--- config.mk ---
export PLATFORM = sky130hd
export DESIGN_NAME = d_sramlike_bridge
export DESIGN_NICKNAME = d
export VERILOG_FILES = /design/src/rtl/d_sramlike_bridge.sv
export SDC_FILE = /design/constraint.sdc
export NUM_CORES = 1
export LEC_CHECK = 0
export BUFFER_PORTS_ARGS = -buffer_cell sky130_fd_sc_hd__buf_2
export CAP_MARGIN = 20
export CORE_UTILIZATION = 43
export DETAILED_ROUTE_END_ITERATION = 10
export GPL_ROUTABILITY_DRIVEN = 0
export MAX_ROUTING_LAYER = met4
export PLACE_DENSITY = 0.73
export SLEW_MARGIN = 10
export SYNTH_ARGS = -nofsm -noshare
export SYNTH_HDL_FRONTEND = slang
export SYNTH_SLANG_ARGS = --single-unit
--- constraint.sdc ---
create_clock -name clk -period 4.3 [get_ports clk]
set_input_delay 0.86 -clock clk [delete_from_list [all_inputs] [get_ports clk]]
set_output_delay 0.86 -clock clk [all_outputs]
set_load 0.02 [all_outputs]
--- src/rtl/d_sramlike_bridge.sv ---
// d_sramlike_bridge
//   Data-side bridge between the ME pipeline stage and an SRAM-like bus
//   (req / addr_ok / data_ok). A single-cycle ME access becomes a two-phase
//   bus transaction; d_stall holds ME until the access completes.
//
// Ports
//   clk, rst        clock, synchronous active-low reset
//   mem_en          ME access valid
//   mem_wen         byte write enables (0000 = load)
//   mem_size        load size (0 byte, 1 half, 2 word)
//   mem_addr        byte address
//   mem_wdata       lane-replicated store data
//   mem_cancel      exception/flush in ME
//   longest_stall   OR of all pipeline stall sources
//   mem_rdata       load data returned to the pipeline
//   d_stall         stall request to the pipeline
//   data_req .. data_wdata          bus request side
//   data_addr_ok, data_rdata, data_data_ok   bus response side
module d_sramlike_bridge #(
    parameter int AW = 32,
    parameter int DW = 32
) (
    input  logic          clk,
    input  logic          rst,
    input  logic          mem_en,
    input  logic [3:0]    mem_wen,
    input  logic [1:0]    mem_size,
    input  logic [AW-1:0] mem_addr,
    input  logic [DW-1:0] mem_wdata,
    input  logic          mem_cancel,
    input  logic          longest_stall,
    output logic [DW-1:0] mem_rdata,
    output logic          d_stall,
    output logic          data_req,
    output logic          data_wr,
    output logic [1:0]    data_size,
    output logic [AW-1:0] data_addr,
    output logic [DW-1:0] data_wdata,
    input  logic          data_addr_ok,
    input  logic [DW-1:0] data_rdata,
    input  logic          data_data_ok
);

    typedef enum logic [1:0] {
        IDLE = 2'd0,
        REQ  = 2'd1,
        WAIT = 2'd2,
        DONE = 2'd3
    } state_t;

    state_t        state, state_nx;
    logic [AW-1:0] cap_addr;
    logic [DW-1:0] cap_wdata;
    logic [1:0]    cap_size;
    logic          cap_wr;
    logic          discard;

    logic          start;
    logic          drop;
    logic          live_wr;
    logic [1:0]    live_size;

    assign start   = mem_en & ~mem_cancel;
    // Response is thrown away if a cancel was seen earlier or arrives now.
    assign drop    = discard | mem_cancel;
    assign live_wr = |mem_wen;

    // Stores derive bus size from the byte-enable pattern; loads use mem_size.
    always_comb begin
        live_size = mem_size;
        if (live_wr) begin
            case (mem_wen)
                4'b0011, 4'b1100:                   live_size = 2'd1;
                4'b0001, 4'b0010, 4'b0100, 4'b1000: live_size = 2'd0;
                default:                            live_size = 2'd2;
            endcase
        end
    end

    always_comb begin
        state_nx = state;
        case (state)
            IDLE: if (start)          state_nx = data_addr_ok ? WAIT : REQ;
            REQ:  if (data_addr_ok)   state_nx = WAIT;
            WAIT: if (data_data_ok)   state_nx = drop ? IDLE : DONE;
            DONE: if (!longest_stall) state_nx = IDLE;
            default:                  state_nx = IDLE;
        endcase
    end

    // In IDLE the bus sees the live ME fields so a zero-wait addr_ok is
    // possible; afterwards the captured copy keeps them stable.
    always_comb begin
        data_req   = 1'b0;
        data_wr    = cap_wr;
        data_size  = cap_size;
        data_addr  = cap_addr;
        data_wdata = cap_wdata;
        if (state == IDLE) begin
            data_req   = start;
            data_wr    = live_wr;
            data_size  = live_size;
            data_addr  = mem_addr;
            data_wdata = mem_wdata;
        end else if (state == REQ) begin
            data_req   = 1'b1;
        end
    end

    assign d_stall = start & (state != DONE);

    always_ff @(posedge clk) begin
        if (!rst) begin
            state     <= IDLE;
            mem_rdata <= '0;
            discard   <= 1'b0;
            cap_addr  <= '0;
            cap_wdata <= '0;
            cap_size  <= '0;
            cap_wr    <= 1'b0;
        end else begin
            state <= state_nx;
            case (state)
                IDLE: begin
                    discard <= 1'b0;
                    if (start) begin
                        cap_addr  <= mem_addr;
                        cap_wdata <= mem_wdata;
                        cap_size  <= live_size;
                        cap_wr    <= live_wr;
                    end
                end
                REQ: begin
                    if (mem_cancel) discard <= 1'b1;
                end
                WAIT: begin
                    if (data_data_ok) begin
                        discard <= 1'b0;
                        if (!drop && !cap_wr) mem_rdata <= data_rdata;
                    end else if (mem_cancel) begin
                        discard <= 1'b1;
                    end
                end
                default: ;
            endcase
        end
    end

endmodule

==> flow_metrics.tcl <==
set metrics [dict create \
    rr_startpoint "state[0]" \
    reg2reg_depth 6 \
    nNetsFinal 848 \
    clock_latency_ns 0.33 \
    cpPeakStageDelay_ns 0.64 \
    drt_iter0_drc 221 \
    critical_path.top_delay_family "buffers and inverters" \
    initial_core_util_pct 45.1 \
    hold_start "cap_wdata[0]" \
    final_util_pct 57.1 \
    numCtsBuffers 9 \
    synth.cell_area_sq_um 4970 \
    cts_tree "yes" \
    grt_start_max_net_pins 70 \
    finClkSkew_ns 0.00616 \
    cp.arrival_ns 2.41 \
    min_path_cells 2 \
    pin_count 210 \
    fmax_mhz 306 \
    status "finished clean" \
    period_minus_slack_ns 3.27 \
    synth_edf_count 0 \
    dp_hpwl_um 9040 \
    min_to "cap_wdata[0]" \
    cpMaxStageDelayCell "ha_4" \
    worstSetupEndpointType "output port" \
    synthesis.nets 668 \
    hp-class "flop to flop" \
    diodes 0 \
    clockBufferDepth 2 \
    synth_ff_type "dfxtp_1" \
    power.density_nw_per_um2 587 \
    setup_violations 0 \
    clk_pin_slew_ns 0.07 \
    io_buffers 209 \
    grt.overflow.total 0 \
    ctsResizeCount 0 \
    synth_cell_types 33 \
    finalHoldViolCount 0 \
    drtAntennaViolNets 0 \
    p_leak_nw 2.75 \
    crit_required_ns 3.44 \
    synthesis.instances 554 \
    grt_pass1_wl_um 19800 \
    die_w_um 110 \
    vias 4520 \
    row_count 38 \
    slew_violations 0 \
    postCtsSetupRepairBufs 0 \
    ff2ff_setup_slack_ns 1.67 \
    syn_area_per_cell_sq_um 8.97 \
    firstDrtPassIters 4 \
    total_power_mw 3.70 \
    via_per_inst 5.14 \
    async_flop_share_pct 0 \
    core_area_sq_um 11000 \
    fin_crit_sh_pct 76.0 \
    die_y_um 110 \
    rsz0062_at_grt "false" \
    grtUsageTotal_pct 21.4 \
    grt_antenna_before_repair 0 \
    htreeDepth 3 \
    cp_max_fo 53 \
    ir_worst_vdd_mv 0.368 \
    dieArea_sq_um 12000 \
    yosysTopAreaCellShare_pct 41.1 \
    layout_common_cells "209 x buf_2, 131 x nand2_1, 102 x dfxtp_1" \
    slew_headroom_pct 33.8 \
    path_cells "inv_1 > ha_4 > buf_4 > mux2_2 > buf_2" \
    synth-seq-cells 102 \
    areaGrowthSynthToFinish_pct 26.8 \
    ys_top_cells_by_area "dfxtp_1 41%, mux2_2 15%, a21boi_1 14%" \
    cap_violations 0 \
    clkSinkCount 102 \
    dp_cells 863 \
    yosysWarnings 0 \
    criticalPathCategory "flop to output port" \
    routedWlPerCell_um 14.2 \
    finalSetupTns_ns 0 \
    worst_slew_pin_slew_ns 0.993 \
    drc 0 \
    grt_pass1_vias 4313 \
    synth_area_leader_cell "dfxtp_1" \
    drive_gt1_share_pct 41.0 \
    hold_buffers 0 \
    synth_seq_area_share_pct 41.1 \
    reg2reg_to "cap_addr[11]" \
    critPathBufInv 3 \
    layout_commonest_cell "buf_2" \
    wl_um 12400 \
    clockRootBuffer "clkbuf_16" \
    start_kind "flop" \
    stdcell_count 879 \
]
final cells by class:
type	instances	area [sq um]
timing repair buffer	216	1130
tap	140	175
fill	1013	4730
sequential	102	2040
inverter	4	15.0
clock buffer	12	256
multi-input combinational	401	2650
clock inverter	4	31.3
Yosys cell counts, types with 4 or more instances:
cell	n
nor2_1	4
ha_1	5
inv_1	4
clkbuf_1	16
nor2b_1	5
a21boi_1	94
o21ai_1	30
a21oi_1	7
nand2_1	131
buf_6	7
nand3_1	32
buf_2	12
o21ai_0	8
dfxtp_1	102
mux2_2	64
buf_4	12
sequential cells by signal, indices dropped and copies added, names as in the netlist:
signal / flops
cap_wr: 1
discard: 1
cap_addr: 32
cap_wdata: 32
mem_rdata: 32
state: 2
cap_size: 2
how the worst max path moves through the flow:
stage / slack [ns] / cells past startpoint / end / start
final: 1.03 / 5 / data_wdata[18] / state[0]
after global routing: 0.83 / 6 / data_req / state[1]
after CTS: 1.0 / 5 / data_wdata[18] / state[0]
after detailed placement: 1.33 / 5 / data_req / mem_cancel
after global placement: 1.37 / 5 / data_req / mem_cancel
after floorplan: 1.70 / 3 / data_size[0] / mem_wen[3]
stage by stage:
step	setup WS [ns]	hold slack, ns	cell area [sq um]
CTS	0.995	0.455	6300
floorplan	1.70	0.433	4970
global route	0.829	0.473	6300
finish	1.03	0.451	6300
global placement	1.37	0.438	5950
detailed placement	1.33	0.445	6010
logic make-up (layout without fill, tap and decap cells):
logic type	Yosys count	after routing	synth area share (%)
AOI/OAI and AO/OA	146	146	20.3
adders and majority gates	5	5	1.26
buffers and inverters	51	236	6.12
DFF	102	102	41.1
muxes	66	66	14.9
and+or+nand+nor	184	184	16.3
worst min-delay path, cell delays in order (launching register included):
cell	delay (ns)
dfxtp_1	0.31
nand2_1	0.05
a21boi_1	0.05
power breakdown:
group / switching [mW] / internal (mW)
combinational: 1.07 / 0.761
clock: 0.342 / 0.427
sequential: 0.0546 / 1.04
routing by layer:
| metal | up-vias | share of wire [%] | GRT usage (%) |
|---|---|---|---|
| li1 | 2257 | - | - |
| met1 | 2095 | 42 | 24.2 |
| met2 | 155 | 51 | 38.0 |
| met3 | 13 | 6.3 | 3.68 |
| met4 | 0 | 1.3 | 7.14 |
| met5 | - | 0 | - |
No activity file was read; power rests on OpenSTA's default activity.
